### config.mk
export PLATFORM = sky130hd
export DESIGN_NAME = sb_msg_issuer
export DESIGN_NICKNAME = d
export VERILOG_FILES = /design/src/rtl/sb_msg_issuer.sv
export SDC_FILE = /design/constraint.sdc
export NUM_CORES = 1
export LEC_CHECK = 0
export BUFFER_PORTS_ARGS = -buffer_cell sky130_fd_sc_hd__buf_2
export CAP_MARGIN = 15
export CORE_ASPECT_RATIO = 1.1
export CORE_MARGIN = 2
export CORE_UTILIZATION = 25
export CTS_BUF_LIST = sky130_fd_sc_hd__clkbuf_2 sky130_fd_sc_hd__clkbuf_4 sky130_fd_sc_hd__clkbuf_8
export CTS_CLUSTER_DIAMETER = 200
export DETAILED_ROUTE_END_ITERATION = 10
export PLACE_DENSITY = 0.48
export SKIP_CTS_REPAIR_TIMING = 1
export SLEW_MARGIN = 20
export SYNTH_ARGS = -nofsm -noshare
export SYNTH_HDL_FRONTEND = slang
export SYNTH_SLANG_ARGS = --single-unit
### constraint.sdc
create_clock -name clk -period 7.6 [get_ports clk]
set_clock_uncertainty 0.15 [all_clocks]
set_input_delay 0 -clock clk [delete_from_list [all_inputs] [get_ports clk]]
set_output_delay 0 -clock clk [all_outputs]
set_load 0.05 [all_outputs]
### src/rtl/sb_msg_issuer.sv
// Sideband message issuer: queues LTSM message words and issues them one at a time
// to the sideband serializer using a valid-pulse / busy-response handshake.
module sb_msg_issuer #(
  parameter int MSG_W        = 16,
  parameter int DEPTH        = 4,
  parameter int BUSY_TIMEOUT = 8,
  parameter int GAP_CYCLES   = 6
) (
  input  logic                       clk,
  input  logic                       rst_n,
  input  logic                       req_valid,
  input  logic [MSG_W-1:0]           req_msg,
  output logic                       req_ready,
  input  logic                       flush,
  output logic                       sb_valid,
  output logic [MSG_W-1:0]           sb_msg,
  input  logic                       sb_busy,
  output logic                       msg_sent,
  output logic                       timeout_err,
  output logic [$clog2(DEPTH+1)-1:0] fifo_count
);

  localparam int CW      = $clog2(DEPTH + 1);
  localparam int PW      = $clog2(DEPTH);
  localparam int CNT_MAX = (BUSY_TIMEOUT > GAP_CYCLES) ? BUSY_TIMEOUT : GAP_CYCLES;
  localparam int CNT_W   = $clog2(CNT_MAX + 1);
  localparam logic [CNT_W-1:0] BT_LAST  = CNT_W'(BUSY_TIMEOUT - 1);
  localparam logic [CNT_W-1:0] GAP_LAST = CNT_W'(GAP_CYCLES - 1);

  typedef enum logic [2:0] {
    S_IDLE      = 3'd0,
    S_ISSUE     = 3'd1,
    S_WAIT_BUSY = 3'd2,
    S_WAIT_DONE = 3'd3,
    S_GAP       = 3'd4
  } state_t;

  // Handshake: sb_valid is a single-cycle pulse with sb_msg valid alongside it; the
  // serializer answers by raising sb_busy and the word is complete when busy falls.
  state_t             state_q, state_d;
  logic [CNT_W-1:0]   cnt_q, cnt_d;
  logic [PW-1:0]      wr_ptr_q, wr_ptr_d, rd_ptr_q, rd_ptr_d;
  logic [CW-1:0]      count_q, count_d;
  logic [MSG_W-1:0]   sb_msg_q, sb_msg_d;
  logic               sb_valid_q, sb_valid_d;
  logic               msg_sent_q, msg_sent_d;
  logic               timeout_err_q, timeout_err_d;
  logic [MSG_W-1:0]   mem_q [DEPTH];
  logic               push, pop;

  assign req_ready   = (count_q != CW'(DEPTH));
  assign push        = req_valid && req_ready && !flush;
  assign sb_valid    = sb_valid_q;
  assign sb_msg      = sb_msg_q;
  assign msg_sent    = msg_sent_q;
  assign timeout_err = timeout_err_q;
  assign fifo_count  = count_q;

  always_comb begin
    state_d       = state_q;
    cnt_d         = cnt_q;
    sb_msg_d      = sb_msg_q;
    sb_valid_d    = 1'b0;
    msg_sent_d    = 1'b0;
    timeout_err_d = 1'b0;
    pop           = 1'b0;

    case (state_q)
      S_IDLE: begin
        if (count_q != '0 && !flush) begin
          pop        = 1'b1;
          sb_msg_d   = mem_q[rd_ptr_q];
          sb_valid_d = 1'b1;
          state_d    = S_ISSUE;
        end
      end
      S_ISSUE: begin
        cnt_d   = '0;
        state_d = S_WAIT_BUSY;
      end
      S_WAIT_BUSY: begin
        if (sb_busy) begin
          state_d = S_WAIT_DONE;
        end else if (cnt_q == BT_LAST) begin
          timeout_err_d = 1'b1;
          cnt_d         = '0;
          state_d       = S_GAP;
        end else begin
          cnt_d = cnt_q + CNT_W'(1);
        end
      end
      S_WAIT_DONE: begin
        if (!sb_busy) begin
          msg_sent_d = 1'b1;
          cnt_d      = '0;
          state_d    = S_GAP;
        end
      end
      S_GAP: begin
        if (cnt_q == GAP_LAST) begin
          state_d = S_IDLE;
        end else begin
          cnt_d = cnt_q + CNT_W'(1);
        end
      end
      default: begin
        cnt_d   = '0;
        state_d = S_IDLE;
      end
    endcase

    // Flush only clears the queue; an in-flight word keeps running to completion.
    wr_ptr_d = wr_ptr_q;
    rd_ptr_d = rd_ptr_q;
    count_d  = count_q;
    if (flush) begin
      wr_ptr_d = '0;
      rd_ptr_d = '0;
      count_d  = '0;
    end else begin
      if (push) wr_ptr_d = wr_ptr_q + PW'(1);
      if (pop)  rd_ptr_d = rd_ptr_q + PW'(1);
      if (push && !pop)      count_d = count_q + CW'(1);
      else if (pop && !push) count_d = count_q - CW'(1);
    end
  end

  always_ff @(posedge clk or negedge rst_n) begin
    if (!rst_n) begin
      state_q       <= S_IDLE;
      cnt_q         <= '0;
      wr_ptr_q      <= '0;
      rd_ptr_q      <= '0;
      count_q       <= '0;
      sb_msg_q      <= '0;
      sb_valid_q    <= 1'b0;
      msg_sent_q    <= 1'b0;
      timeout_err_q <= 1'b0;
    end else begin
      state_q       <= state_d;
      cnt_q         <= cnt_d;
      wr_ptr_q      <= wr_ptr_d;
      rd_ptr_q      <= rd_ptr_d;
      count_q       <= count_d;
      sb_msg_q      <= sb_msg_d;
      sb_valid_q    <= sb_valid_d;
      msg_sent_q    <= msg_sent_d;
      timeout_err_q <= timeout_err_d;
    end
  end

  // Storage needs no reset: entries are only read after being written.
  always_ff @(posedge clk) begin
    if (push) mem_q[wr_ptr_q] <= req_msg;
  end

endmodule

==> results_dict.tcl <==
set metrics [dict create \
    cp-start-kind "flop" \
    holdWs_ns 0.0810 \
    setup_viol 0 \
    grt-ovfl-total 0 \
    critPathMaxStageDelay_ns 0.65 \
    powerDensity_nw_per_um2 339 \
    cts-root-buf "clkbuf_8" \
    dp_hpwl_mm 5.07 \
    drv_cap 0 \
    fp.dieArea_um2 16900 \
    synth-edff-count 64 \
    clk-insertion-delay-late_ns 0.37 \
    cts_tree "yes" \
    vias 2233 \
    grt_max_degree 34 \
    fp.dieW_um 124 \
    worstMarginPinSlew_ns 0.961 \
    fin_crit_ns 3.11 \
    fin_total_pwr_uw 1620 \
    worstPathArrival_ns 3.25 \
    drive_gt1_frac 0.261 \
    worstPathMaxFanout 22 \
    grt_pass1_vias 2266 \
    synth-seq-area-share 0.693 \
    ant_nets 0 \
    yosys.cell_types.count 49 \
    cp.required_ns 7.74 \
    antenna_found_initial 0 \
    avgRoutedWirePerCell_um 15.2 \
    timing.final.crit_share 0.409 \
    ys.flop_type "edfxtp_1" \
    synth.avg_cell_area_um2 15.3 \
    io_buffers 43 \
    clockBufferDepth 2 \
    rsz0062_at_grt "false" \
    wl_mm 8.06 \
    critPathCaptureType "flop" \
    async_flop_share 0.340 \
    htreeDepth 3 \
    post-synth-top-count-cell "edfxtp_1" \
    synth_area_um2 3970 \
    drtPass1Iterations 4 \
    cts_buffers 9 \
    hp-class "input pin to async pin" \
    dr.first_iter.drc_count 156 \
    die_y_um 136 \
    synth_common_cells "edfxtp_1 (64), nand2_1 (55), dfrtp_1 (33)" \
    cp_cell_sequence "nor3_1, or2_1, clkinv_4, nor3_1, fa_1, nor2_1, a2111o_1, o211ai_1" \
    area_growth_pct 20.6 \
    synth_nets 287 \
    crit_slowest_cell "or2_1" \
    path_clk_slew_ns 0.09 \
    yosys.area.top_type_share 0.484 \
    hold_viol 0 \
    crit_type "flop to flop" \
    setup_tns_ns 0 \
    fp-row-count 48 \
    core-area_um2 15600 \
    place_congestion 0.685 \
    synth_area_leaders "edfxtp_1 (48%), dfrtp_1 (21%), mux4_2 (9.1%)" \
    drc 0 \
    grt.total_usage 0.104 \
    yosys.area.top_type "edfxtp_1" \
    syn-instance-count 259 \
    leakage_uw 0.00184 \
    grt_pass1_wl_mm 12.7 \
    path_common_cell "nor3_1" \
    ios 44 \
    nets 352 \
    irDropWorstVdd_mv 0.197 \
    ys_ff_latch 97 \
    cts.sinks 97 \
    fmax_mhz 322 \
    timing.max_slew.rel_slack 0.359 \
    post_drt_via_cell_ratio 4.22 \
    status "complete, no violations" \
    nFillCells 1612 \
    synth_warnings 0 \
    slew_violations 0 \
    start_util 0.254 \
    diodes 0 \
]
-- per-stage QoR --
stage	cell area [um^2]	setup slack (ns)	utilization	std cells
floorplan	3970	4.88	-	259
global placement	4370	4.55	0.280	491
detailed placement	4370	4.45	0.280	491
CTS	4560	4.41	0.292	507
global route	4780	4.15	0.306	529
finish	4780	4.49	0.306	529
-- cell usage in the layout, fill, tap and decap left out, drive strengths merged, types with 2 or more instances in the layout --
master	count
and2	4
nor3	4
a21oi	2
o211ai	2
nand2	56
buf	44
ha	6
mux2i	3
a221oi	2
inv	10
or2	2
xnor2	3
edfxtp	64
clkinv	3
mux4	16
nand3	3
dlygate4sd3	22
nor3b	3
dfrtp	33
or4b	2
nor2	8
a21o	2
or4	2
o21ai	4
o22ai	2
clkbuf	10
-- registers in the layout, summed over array words and instances, names as in the netlist --
signal,count
sb_valid,1
sb_msg,16
wr_ptr_q,2
msg_sent,1
state_q,3
timeout_err,1
mem_q,64
fifo_count,3
cnt_q,4
rd_ptr_q,2
-- worst paths after layout --
path | from | endpoint | slack [ns] | depth (start not counted)
max | fifo_count[0]$_DFFE_PN0P_ | fifo_count[2]$_DFFE_PN0P_ | 4.49 | 8
max in group asynchronous | rst_n | wr_ptr_q[1]$_DFFE_PN0P_ | 6.72 | 2
min in group clk | req_msg[14] | mem_q[1][14]$_DFFE_PP_ | 0.23 | 2
min | rst_n | cnt_q[3]$_DFFE_PN0P_ | 0.08 | 2
min reg2reg | sb_msg[7]$_DFFE_PN0P_ | sb_msg[7]$_DFFE_PN0P_ | 0.34 | 2
max reg2reg | fifo_count[0]$_DFFE_PN0P_ | fifo_count[2]$_DFFE_PN0P_ | 4.49 | 8
-- power by group --
| group | switching (uW) | leakage [uW] | internal [uW] |
|---|---|---|---|
| clock | 182 | 0.000100 | 157 |
| combinational | 362 | 0.000727 | 189 |
| sequential | 78.6 | 0.00101 | 652 |
| total | 623 | 0.00184 | 997 |
-- critical path: cells and delay by family (launching register included) --
| family | cells | cell delay (ns) |
|---|---|---|
| buf+inv | 1 | 0.35 |
| simple gates | 4 | 1.37 |
| flops | 1 | 0.44 |
| fa+ha+maj | 1 | 0.27 |
| compound gates | 2 | 0.46 |
-- area by class of cell --
cell class              count  area (um^2)  area share
clock inverters             6         65.1      0.0136
inverters                   9         38.8     0.00811
well taps                 200          250      0.0523
multi-input cells         141         1110       0.232
clock buffers              10          131      0.0275
repair buffers             66          443      0.0926
flip-flops and latches     97         2750       0.574
-- kinds of logic (layout without fill, tap and decap cells) --
group	count (synthesis)	count (layout)	share of synthesized area
flip-flops	97	97	0.693
AND/OR/NAND/NOR	91	91	0.108
AO/OA/AOI/OAI	21	21	0.0397
buffers and inverters	21	91	0.0281
multiplexers	19	19	0.102
adder cells (fa/ha/maj)	7	7	0.0240
XOR/XNOR	3	3	0.00662
-- layer usage --
layer,GRT usage,part of all wire,up-vias
met4,0.0300,0.011,0
li1,-,-,1070
met3,0.0369,0.046,8
met5,0,0,-
met2,0.170,0.49,41
met1,0.131,0.45,1114
No activity file was read; power rests on OpenSTA's default activity.
